$ cat src/rtl/mc_pkg.sv
`default_nettype none
//============================================================================
// Package     : mc_pkg
// Description : Shared types, encodings and the ARM condition check for the
//               multicycle control unit.
// Revision    : 1.0 - initial release
//============================================================================
package mc_pkg;

    localparam int unsigned FLAG_W    = 4;
    localparam int unsigned ALUCTRL_W = 2;

    typedef enum logic [3:0] {
        S_FETCH    = 4'd0,
        S_DECODE   = 4'd1,
        S_MEMADR   = 4'd2,
        S_MEMREAD  = 4'd3,
        S_MEMWB    = 4'd4,
        S_MEMWRITE = 4'd5,
        S_EXECUTER = 4'd6,
        S_EXECUTEI = 4'd7,
        S_ALUWB    = 4'd8,
        S_BRANCH   = 4'd9
    } state_t;

    localparam logic [ALUCTRL_W-1:0] c_ALU_ADD = 2'b00;
    localparam logic [ALUCTRL_W-1:0] c_ALU_SUB = 2'b01;
    localparam logic [ALUCTRL_W-1:0] c_ALU_AND = 2'b10;
    localparam logic [ALUCTRL_W-1:0] c_ALU_ORR = 2'b11;

    localparam logic [1:0] c_SRCB_RD2  = 2'b00;
    localparam logic [1:0] c_SRCB_IMM  = 2'b01;
    localparam logic [1:0] c_SRCB_FOUR = 2'b10;

    localparam logic [1:0] c_RES_ALUOUT = 2'b00;
    localparam logic [1:0] c_RES_DATA   = 2'b01;
    localparam logic [1:0] c_RES_ALURES = 2'b10;

    localparam logic [1:0] c_OP_DP  = 2'b00;
    localparam logic [1:0] c_OP_MEM = 2'b01;
    localparam logic [1:0] c_OP_BR  = 2'b10;
    localparam logic [1:0] c_OP_UND = 2'b11;

    localparam logic [3:0] c_COND_EQ = 4'b0000;
    localparam logic [3:0] c_COND_NE = 4'b0001;
    localparam logic [3:0] c_COND_CS = 4'b0010;
    localparam logic [3:0] c_COND_CC = 4'b0011;
    localparam logic [3:0] c_COND_MI = 4'b0100;
    localparam logic [3:0] c_COND_PL = 4'b0101;
    localparam logic [3:0] c_COND_VS = 4'b0110;
    localparam logic [3:0] c_COND_VC = 4'b0111;
    localparam logic [3:0] c_COND_HI = 4'b1000;
    localparam logic [3:0] c_COND_LS = 4'b1001;
    localparam logic [3:0] c_COND_GE = 4'b1010;
    localparam logic [3:0] c_COND_LT = 4'b1011;
    localparam logic [3:0] c_COND_GT = 4'b1100;
    localparam logic [3:0] c_COND_LE = 4'b1101;
    localparam logic [3:0] c_COND_AL = 4'b1110;

    // Flags are ordered {N, Z, C, V}; the reserved code 1111 never executes.
    function automatic logic cond_check(input logic [3:0] cond, input logic [FLAG_W-1:0] flags);
        logic n, z, c, v;
        {n, z, c, v} = flags;
        case (cond)
            c_COND_EQ: cond_check = z;
            c_COND_NE: cond_check = ~z;
            c_COND_CS: cond_check = c;
            c_COND_CC: cond_check = ~c;
            c_COND_MI: cond_check = n;
            c_COND_PL: cond_check = ~n;
            c_COND_VS: cond_check = v;
            c_COND_VC: cond_check = ~v;
            c_COND_HI: cond_check = c & ~z;
            c_COND_LS: cond_check = ~c | z;
            c_COND_GE: cond_check = (n == v);
            c_COND_LT: cond_check = (n != v);
            c_COND_GT: cond_check = ~z & (n == v);
            c_COND_LE: cond_check = z | (n != v);
            c_COND_AL: cond_check = 1'b1;
            default:   cond_check = 1'b0;
        endcase
    endfunction

endpackage
`default_nettype wire

$ cat src/rtl/mc_controller_if.sv
`default_nettype none
//============================================================================
// Interface   : mc_controller_if
// Description : Instruction/flag inputs and datapath control outputs between
//               the multicycle controller (master) and datapath (slave).
// Revision    : 1.0 - initial release
//============================================================================
interface mc_controller_if;
    import mc_pkg::*;

    logic [19:0]          Instr;
    logic [FLAG_W-1:0]    ALUFlags;
    logic                 PCWrite;
    logic                 MemWrite;
    logic                 RegWrite;
    logic                 IRWrite;
    logic                 AdrSrc;
    logic [1:0]           RegSrc;
    logic                 ALUSrcA;
    logic [1:0]           ALUSrcB;
    logic [1:0]           ResultSrc;
    logic [1:0]           ImmSrc;
    logic [ALUCTRL_W-1:0] ALUControl;

    modport master (
        input  Instr, ALUFlags,
        output PCWrite, MemWrite, RegWrite, IRWrite, AdrSrc, RegSrc,
               ALUSrcA, ALUSrcB, ResultSrc, ImmSrc, ALUControl
    );

    modport slave (
        output Instr, ALUFlags,
        input  PCWrite, MemWrite, RegWrite, IRWrite, AdrSrc, RegSrc,
               ALUSrcA, ALUSrcB, ResultSrc, ImmSrc, ALUControl
    );

endinterface
`default_nettype wire

$ cat src/rtl/mc_main_fsm.sv
`default_nettype none
//============================================================================
// Module      : mc_main_fsm
// Description : Main sequencing FSM: state register, next-state logic and
//               ungated per-state Moore control outputs.
// Revision    : 1.0 - initial release
//============================================================================
module mc_main_fsm
    import mc_pkg::*;
(
    input  wire logic       clk,
    input  wire logic       reset,
    input  wire logic [1:0] i_op,
    input  wire logic       i_imm,
    input  wire logic       i_load,
    output logic            o_reg_w,
    output logic            o_mem_w,
    output logic            o_ir_write,
    output logic            o_next_pc,
    output logic            o_branch,
    output logic            o_alu_op,
    output logic            o_adr_src,
    output logic            o_alu_src_a,
    output logic [1:0]      o_alu_src_b,
    output logic [1:0]      o_result_src,
    output state_t          o_state
);

    state_t r_state;
    state_t w_state_next;
    state_t w_out_state;

    always_ff @(posedge clk) begin
        if (reset) begin
            r_state <= S_FETCH;
        end else begin
            r_state <= w_state_next;
        end
    end

    always_comb begin
        w_state_next = S_FETCH;
        case (r_state)
            S_FETCH:    w_state_next = S_DECODE;
            S_DECODE: begin
                case (i_op)
                    c_OP_MEM: w_state_next = S_MEMADR;
                    c_OP_DP:  w_state_next = i_imm ? S_EXECUTEI : S_EXECUTER;
                    c_OP_BR:  w_state_next = S_BRANCH;
                    default:  w_state_next = S_FETCH;
                endcase
            end
            S_MEMADR:   w_state_next = i_load ? S_MEMREAD : S_MEMWRITE;
            S_MEMREAD:  w_state_next = S_MEMWB;
            S_EXECUTER: w_state_next = S_ALUWB;
            S_EXECUTEI: w_state_next = S_ALUWB;
            default:    w_state_next = S_FETCH;
        endcase
    end

    // While reset is high the mux selects mirror FETCH but no enable fires.
    assign w_out_state = reset ? S_FETCH : r_state;

    always_comb begin
        o_reg_w      = 1'b0;
        o_mem_w      = 1'b0;
        o_ir_write   = 1'b0;
        o_next_pc    = 1'b0;
        o_branch     = 1'b0;
        o_alu_op     = 1'b0;
        o_adr_src    = 1'b0;
        o_alu_src_a  = 1'b0;
        o_alu_src_b  = c_SRCB_RD2;
        o_result_src = c_RES_ALUOUT;
        case (w_out_state)
            S_FETCH: begin
                o_ir_write   = 1'b1;
                o_next_pc    = 1'b1;
                o_alu_src_a  = 1'b1;
                o_alu_src_b  = c_SRCB_FOUR;
                o_result_src = c_RES_ALURES;
            end
            S_DECODE: begin
                o_alu_src_a  = 1'b1;
                o_alu_src_b  = c_SRCB_FOUR;
                o_result_src = c_RES_ALURES;
            end
            S_MEMADR:   o_alu_src_b = c_SRCB_IMM;
            S_MEMREAD:  o_adr_src = 1'b1;
            S_MEMWB: begin
                o_result_src = c_RES_DATA;
                o_reg_w      = 1'b1;
            end
            S_MEMWRITE: begin
                o_adr_src = 1'b1;
                o_mem_w   = 1'b1;
            end
            S_EXECUTER: o_alu_op = 1'b1;
            S_EXECUTEI: begin
                o_alu_src_b = c_SRCB_IMM;
                o_alu_op    = 1'b1;
            end
            S_ALUWB:    o_reg_w = 1'b1;
            S_BRANCH: begin
                o_alu_src_b  = c_SRCB_IMM;
                o_result_src = c_RES_ALURES;
                o_branch     = 1'b1;
            end
            default: ;
        endcase
        if (reset) begin
            o_ir_write = 1'b0;
            o_next_pc  = 1'b0;
        end
    end

    assign o_state = r_state;

endmodule
`default_nettype wire

$ cat src/rtl/mc_controller.sv
`default_nettype none
//============================================================================
// Module      : mc_controller
// Description : Multicycle ARM-subset control unit: ALU decode, condition
//               check, NZCV flag register and conditional write gating.
//               Define MC_DBG_STATE_EN to expose state_dbg and illegal_op.
// Revision    : 1.0 - initial release
//============================================================================
module mc_controller
    import mc_pkg::*;
(
    input  wire logic         clk,
    input  wire logic         reset,
    mc_controller_if.master   bus
`ifdef MC_DBG_STATE_EN
    ,
    output logic [3:0]        state_dbg,
    output logic              illegal_op
`endif
);

    logic [1:0]           w_op;
    logic                 w_imm;
    logic [3:0]           w_cmd;
    logic                 w_s;
    logic [3:0]           w_rd;
    logic [3:0]           w_cond;
    logic                 w_unused;

    logic                 w_reg_w, w_mem_w, w_ir_write, w_next_pc, w_branch, w_alu_op;
    logic                 w_adr_src, w_alu_src_a;
    logic [1:0]           w_alu_src_b, w_result_src;
    state_t               w_state;

    logic [ALUCTRL_W-1:0] w_alu_ctrl;
    logic [1:0]           w_flag_w;
    logic                 w_cond_ex;
    logic                 w_exec;

    logic [FLAG_W-1:0]    r_flags;
    logic                 r_cond_ex;

    // The IR port carries Instr[31:12], so full-word bit k sits at index k-12.
    assign w_cond   = bus.Instr[19:16];
    assign w_op     = bus.Instr[15:14];
    assign w_imm    = bus.Instr[13];
    assign w_cmd    = bus.Instr[12:9];
    assign w_s      = bus.Instr[8];
    assign w_rd     = bus.Instr[3:0];
    assign w_unused = ^bus.Instr[7:4];

    mc_main_fsm u_main_fsm (
        .clk          (clk),
        .reset        (reset),
        .i_op         (w_op),
        .i_imm        (w_imm),
        .i_load       (w_s),
        .o_reg_w      (w_reg_w),
        .o_mem_w      (w_mem_w),
        .o_ir_write   (w_ir_write),
        .o_next_pc    (w_next_pc),
        .o_branch     (w_branch),
        .o_alu_op     (w_alu_op),
        .o_adr_src    (w_adr_src),
        .o_alu_src_a  (w_alu_src_a),
        .o_alu_src_b  (w_alu_src_b),
        .o_result_src (w_result_src),
        .o_state      (w_state)
    );

    always_comb begin
        w_alu_ctrl = c_ALU_ADD;
        w_flag_w   = 2'b00;
        if (w_alu_op) begin
            case (w_cmd)
                4'b0100: begin w_alu_ctrl = c_ALU_ADD; w_flag_w = {w_s, w_s};  end
                4'b0010: begin w_alu_ctrl = c_ALU_SUB; w_flag_w = {w_s, w_s};  end
                4'b0000: begin w_alu_ctrl = c_ALU_AND; w_flag_w = {w_s, 1'b0}; end
                4'b1100: begin w_alu_ctrl = c_ALU_ORR; w_flag_w = {w_s, 1'b0}; end
                default: begin w_alu_ctrl = c_ALU_ADD; w_flag_w = 2'b00;       end
            endcase
        end
    end

    assign w_cond_ex = cond_check(w_cond, r_flags);
    assign w_exec    = (w_state == S_EXECUTER) || (w_state == S_EXECUTEI);

    always_ff @(posedge clk) begin
        if (reset) begin
            r_flags   <= '0;
            r_cond_ex <= 1'b0;
        end else begin
            if (w_state == S_DECODE) begin
                r_cond_ex <= w_cond_ex;
            end
            if (w_exec && r_cond_ex && w_flag_w[1]) begin
                r_flags[3:2] <= bus.ALUFlags[3:2];
            end
            if (w_exec && r_cond_ex && w_flag_w[0]) begin
                r_flags[1:0] <= bus.ALUFlags[1:0];
            end
        end
    end

    assign bus.RegWrite   = w_reg_w & r_cond_ex;
    assign bus.MemWrite   = w_mem_w & r_cond_ex;
    assign bus.PCWrite    = w_next_pc | (w_branch & r_cond_ex) | (w_reg_w & r_cond_ex & (w_rd == 4'hF));
    assign bus.IRWrite    = w_ir_write;
    assign bus.AdrSrc     = w_adr_src;
    assign bus.RegSrc     = {(w_op == c_OP_MEM), (w_op == c_OP_BR)};
    assign bus.ALUSrcA    = w_alu_src_a;
    assign bus.ALUSrcB    = w_alu_src_b;
    assign bus.ResultSrc  = w_result_src;
    assign bus.ImmSrc     = w_op;
    assign bus.ALUControl = w_alu_ctrl;

`ifdef MC_DBG_STATE_EN
    assign state_dbg  = w_state;
    assign illegal_op = (w_state == S_DECODE) && (w_op == c_OP_UND);
`endif

endmodule
`default_nettype wire

$ cat src/flat_wrapper.sv
// flat-port wrapper written by rule: the top's interface ports become plain ports
module mc_controller_flat import mc_pkg::*;
  (clk, reset, bus_Instr, bus_ALUFlags, bus_PCWrite, bus_MemWrite, bus_RegWrite, bus_IRWrite, bus_AdrSrc, bus_RegSrc, bus_ALUSrcA, bus_ALUSrcB, bus_ResultSrc, bus_ImmSrc, bus_ALUControl);
  mc_controller_if bus_i ();
  input  wire logic clk;
  input  wire logic reset;
  input wire logic [$bits(bus_i.Instr)-1:0] bus_Instr;
  input wire logic [$bits(bus_i.ALUFlags)-1:0] bus_ALUFlags;
  output wire logic [$bits(bus_i.PCWrite)-1:0] bus_PCWrite;
  output wire logic [$bits(bus_i.MemWrite)-1:0] bus_MemWrite;
  output wire logic [$bits(bus_i.RegWrite)-1:0] bus_RegWrite;
  output wire logic [$bits(bus_i.IRWrite)-1:0] bus_IRWrite;
  output wire logic [$bits(bus_i.AdrSrc)-1:0] bus_AdrSrc;
  output wire logic [$bits(bus_i.RegSrc)-1:0] bus_RegSrc;
  output wire logic [$bits(bus_i.ALUSrcA)-1:0] bus_ALUSrcA;
  output wire logic [$bits(bus_i.ALUSrcB)-1:0] bus_ALUSrcB;
  output wire logic [$bits(bus_i.ResultSrc)-1:0] bus_ResultSrc;
  output wire logic [$bits(bus_i.ImmSrc)-1:0] bus_ImmSrc;
  output wire logic [$bits(bus_i.ALUControl)-1:0] bus_ALUControl;
  assign bus_i.Instr = bus_Instr;
  assign bus_i.ALUFlags = bus_ALUFlags;
  assign bus_PCWrite = bus_i.PCWrite;
  assign bus_MemWrite = bus_i.MemWrite;
  assign bus_RegWrite = bus_i.RegWrite;
  assign bus_IRWrite = bus_i.IRWrite;
  assign bus_AdrSrc = bus_i.AdrSrc;
  assign bus_RegSrc = bus_i.RegSrc;
  assign bus_ALUSrcA = bus_i.ALUSrcA;
  assign bus_ALUSrcB = bus_i.ALUSrcB;
  assign bus_ResultSrc = bus_i.ResultSrc;
  assign bus_ImmSrc = bus_i.ImmSrc;
  assign bus_ALUControl = bus_i.ALUControl;
  mc_controller u_core (.clk(clk), .reset(reset), .bus(bus_i));
endmodule
$ cat config.mk
export PLATFORM = sky130hd
export DESIGN_NAME = mc_controller_flat
export DESIGN_NICKNAME = d
export VERILOG_FILES = /design/src/rtl/mc_pkg.sv /design/src/rtl/mc_controller_if.sv /design/src/rtl/mc_main_fsm.sv /design/src/rtl/mc_controller.sv /design/src/flat_wrapper.sv
export SDC_FILE = /design/constraint.sdc
export NUM_CORES = 1
export LEC_CHECK = 0
export CAP_MARGIN = 20
export CELL_PAD_IN_SITES_DETAIL_PLACEMENT = 1
export CELL_PAD_IN_SITES_GLOBAL_PLACEMENT = 2
export CORE_MARGIN = 3
export CORE_UTILIZATION = 19
export CTS_CLUSTER_SIZE = 24
export DETAILED_ROUTE_END_ITERATION = 10
export PLACE_DENSITY = 0.79
export SLEW_MARGIN = 20
export SYNTH_ARGS = -nofsm -noshare
export SYNTH_HDL_FRONTEND = slang
export SYNTH_SLANG_ARGS = --single-unit
$ cat constraint.sdc
create_clock -name clk -period 1.4 [get_ports clk]
set_input_delay 0.14 -clock clk [delete_from_list [all_inputs] [get_ports clk]]
set_output_delay 0.14 -clock clk [all_outputs]
set_load 0.005 [all_outputs]
==> flow_metrics.env <==
export IMPL_fin_tns_setup_ns=-0.829
export IMPL_rows=24
export IMPL_hold_viol_final=0
export IMPL_dieArea_um2=5690
export IMPL_core_area_um2=4500
export IMPL_ys_ff_latch=9
export IMPL_drt_total_wl_mm=3.17
export IMPL_hp_class="input pin to flop"
export IMPL_syn_inst=129
export IMPL_post_dp_hpwl_mm=2.46
export IMPL_clk_latency_ns=0.23
export IMPL_gp_congestion=0.795
export IMPL_drive_above_1_share=0.403
export IMPL_fin_skew_ns=0.00238
export IMPL_first_iter_violations=42
export IMPL_antenna_cells=0
export IMPL_maxCapViolCount=0
export IMPL_setup_viol=11
export IMPL_fin_crit_sh=1.09
export IMPL_antenna_found_initial=0
export IMPL_grt_remaining_overflow=0
export IMPL_path_max_fanout=9
export IMPL_worst_slew_pin_slew_ns=0.379
export IMPL_yosysSeqAreaShare=0.197
export IMPL_ff2ff_path_depth=5
export IMPL_via_count=1117
export IMPL_grt_util_all_layers=0.113
export IMPL_crit_required_ns=1.52
export IMPL_powerDensity_nw_per_um2=591
export IMPL_fin_nets=218
export IMPL_yosysWarningCount=0
export IMPL_rsz0062_at_grt="true"
export IMPL_h_tree_depth=1
export IMPL_start_util=0.203
export IMPL_clock_sinks=9
export IMPL_num_io_pins=42
export IMPL_grt_pass1_wl_mm=5.12
export IMPL_viasPerCell=4.60
export IMPL_worst_r2r_setup_slack_ns=-0.12
export IMPL_power_leakage_nw=0.723
export IMPL_utilization=0.374
export IMPL_start_kind="flop"
export IMPL_detail_route_antenna_nets=0
export IMPL_clock_fmax_mhz=656
export IMPL_fin_hold_ws_ns=0.483
export IMPL_syn_nets=155
export IMPL_area_growth_pct=83.7
export IMPL_clockBufferDepth=2
export IMPL_numCtsBuffers=3
export IMPL_r2r_start="u_core.u_main_fsm.o_state[1]$_SDFF_PP0_"
export IMPL_dp_cells=234
export IMPL_first_pass_iters=2
export IMPL_finalMaxSlewViolations=0
export IMPL_cts_tree="built"
export IMPL_r2r_end="u_core.r_cond_ex$_SDFFE_PP0P_"
export IMPL_die_y_um=75.4
export IMPL_slew_headroom=0.747
export IMPL_status="finished, violations left"
export IMPL_irDropWorstVdd_v=0.000337
export IMPL_violations="setup timing"
export IMPL_final_cells=243
export IMPL_grt_max_degree=12
export IMPL_path_class="flop to flop"
export IMPL_clkTransAtPathRegs_ns=0.04
export IMPL_wl_per_cell_um=13.0
export IMPL_p_total_mw=0.994
export IMPL_period_needed_ns=1.52
export IMPL_holdPathStages=3
export IMPL_port_buffers=37
export IMPL_synth_cell_types=40
export IMPL_hold_end="u_core.r_flags[1]$_SDFFE_PP0P_"
export IMPL_crit_path_end_kind="flop"
export IMPL_grt_pass1_vias=1202
export IMPL_setup_slack_ns=-0.124
export IMPL_hp_start="bus_ALUFlags[1]"
export IMPL_cts_root_buf="clkbuf_8"
export IMPL_worstPathArrival_ns=1.64
export IMPL_drcViolationCount=0
export IMPL_syn_area_um2=916
export IMPL_syn_area_per_cell_um2=7.10
export IMPL_die_x_um=75.4
==> worst max-delay path: stages, from the launching register on <==
cell       delay [ns]
dfxtp_2          0.34
buf_8            0.15
nor4b_4          0.34
mux2i_2          0.30
a2111oi_2        0.06
a22o_1           0.22
==> registers in the layout, summed over array words and instances (netlist names) <==
| signal | count |
|---|---|
| u_core.r_cond_ex | 1 |
| u_core.r_flags | 4 |
| u_core.u_main_fsm.o_state | 4 |
==> timing repair <==
action | in CTS | in global routing
setup buffers | 3 | 3
resized for setup | 80 | 13
gates cloned | 0 | 0
hold buffers | 0 | 0
endpoints found under the hold margin | 0 | 0
setup endpoints to repair | 20 | 15
pin swaps | 11 | 7
==> power breakdown <==
group	internal (mW)	leakage, nW	switching (mW)
logic	0.240	0.625	0.176
registers	0.267	0.0753	0.0111
clock network	0.198	0.0228	0.101
==> cells by family (layout without fill, tap and decap cells) <==
kind of cell	count (synthesis)	in the layout	synth area share
XOR/XNOR	5	5	0.0478
AO/OA/AOI/OAI	23	23	0.171
multiplexers	7	7	0.0779
buffers and inverters	17	79	0.0806
flip-flops	9	9	0.197
AND/OR/NAND/NOR	68	68	0.426
==> cells in the mapped netlist <==
| master | number | share of area |
|---|---|---|
| a2111oi_2 | 1 | 0.016 |
| a211oi_1 | 1 | 0.0082 |
| a21boi_0 | 1 | 0.0082 |
| a21o_1 | 1 | 0.0082 |
| a21oi_1 | 6 | 0.033 |
| a22o_1 | 2 | 0.019 |
| a22oi_1 | 1 | 0.0082 |
| a2bb2oi_1 | 1 | 0.0096 |
| a32oi_1 | 1 | 0.0096 |
| and3_1 | 1 | 0.0068 |
| and3b_1 | 1 | 0.0096 |
| and4_1 | 1 | 0.0096 |
| buf_1 | 1 | 0.0041 |
| buf_2 | 2 | 0.011 |
| buf_4 | 2 | 0.016 |
| clkbuf_1 | 7 | 0.029 |
| dfxtp_1 | 9 | 0.20 |
| inv_1 | 5 | 0.020 |
| mux2_1 | 1 | 0.012 |
| mux2i_1 | 6 | 0.066 |
| nand2_1 | 7 | 0.029 |
| nand2b_1 | 4 | 0.027 |
| nand3_1 | 4 | 0.022 |
| nand4_1 | 2 | 0.014 |
| nand4bb_1 | 1 | 0.012 |
| nor2_1 | 17 | 0.070 |
| nor2b_1 | 8 | 0.055 |
| nor3_1 | 7 | 0.038 |
| nor3b_1 | 5 | 0.041 |
| nor4b_1 | 2 | 0.019 |
| nor4b_2 | 1 | 0.016 |
| nor4bb_1 | 1 | 0.011 |
| o211ai_1 | 1 | 0.0082 |
| o21ai_0 | 6 | 0.033 |
| o22a_1 | 1 | 0.0096 |
| or2_2 | 3 | 0.020 |
| or3_1 | 2 | 0.014 |
| or4_4 | 1 | 0.012 |
| xnor2_1 | 3 | 0.029 |
| xor2_1 | 2 | 0.019 |
==> final cells by class <==
type / count / area, µm²
fill: 544 / 2820
multi-input combinational: 103 / 783
timing repair buffer: 70 / 581
sequential: 9 / 190
tap: 52 / 65.1
clock buffer: 4 / 45.0
inverter: 5 / 18.8
==> cells in the final DEF, fill, tap and decap left out, types with 5 or more instances in the layout <==
master,Yosys,final
dfxtp_1,9,5
nor3b_1,5,5
dlygate4sd2_1,0,7
clkdlybuf4s50_1,0,18
a21oi_1,6,6
buf_4,2,28
nor3_2,0,5
nand2_1,7,5
nor2b_1,8,7
nor2_1,17,13
inv_1,5,5
mux2i_1,6,5
buf_2,2,11
==> stage by stage <==
step	worst slack (ns)	cell area, µm²
finish	-0.124	1680
global placement	-0.600	1510
global route	-0.211	1680
detailed placement	-0.549	1510
floorplan	-0.00762	917
CTS	-0.150	1650
==> layer usage <==
metal,part of all wire,track usage,wire length [µm],up-vias
met5,0,0,0,-
met4,0.0098,0.0350,31,0
met3,0.037,0.0264,118,4
met2,0.50,0.194,1570,23
met1,0.46,0.140,1450,514
li1,-,-,-,576
==> worst max path at each step <==
stage                                       startpoint  cells after the start  slack [ns]                       endpoint
2_1_floorplan  u_core.u_main_fsm.o_state[3]$_SDFF_PP0_                      5      -0.008  u_core.r_cond_ex$_SDFFE_PP0P_
3_3_place_gp                                     reset                      5       -0.60                    bus_PCWrite
3_5_place_dp                                     reset                      5       -0.55                    bus_PCWrite
4_1_cts        u_core.u_main_fsm.o_state[2]$_SDFF_PP0_                      6       -0.15                     bus_AdrSrc
5_1_grt        u_core.u_main_fsm.o_state[1]$_SDFF_PP0_                      5       -0.21  u_core.r_cond_ex$_SDFFE_PP0P_
6_report       u_core.u_main_fsm.o_state[1]$_SDFF_PP0_                      5       -0.12  u_core.r_cond_ex$_SDFFE_PP0P_
No activity file was read; power rests on OpenSTA's default activity.
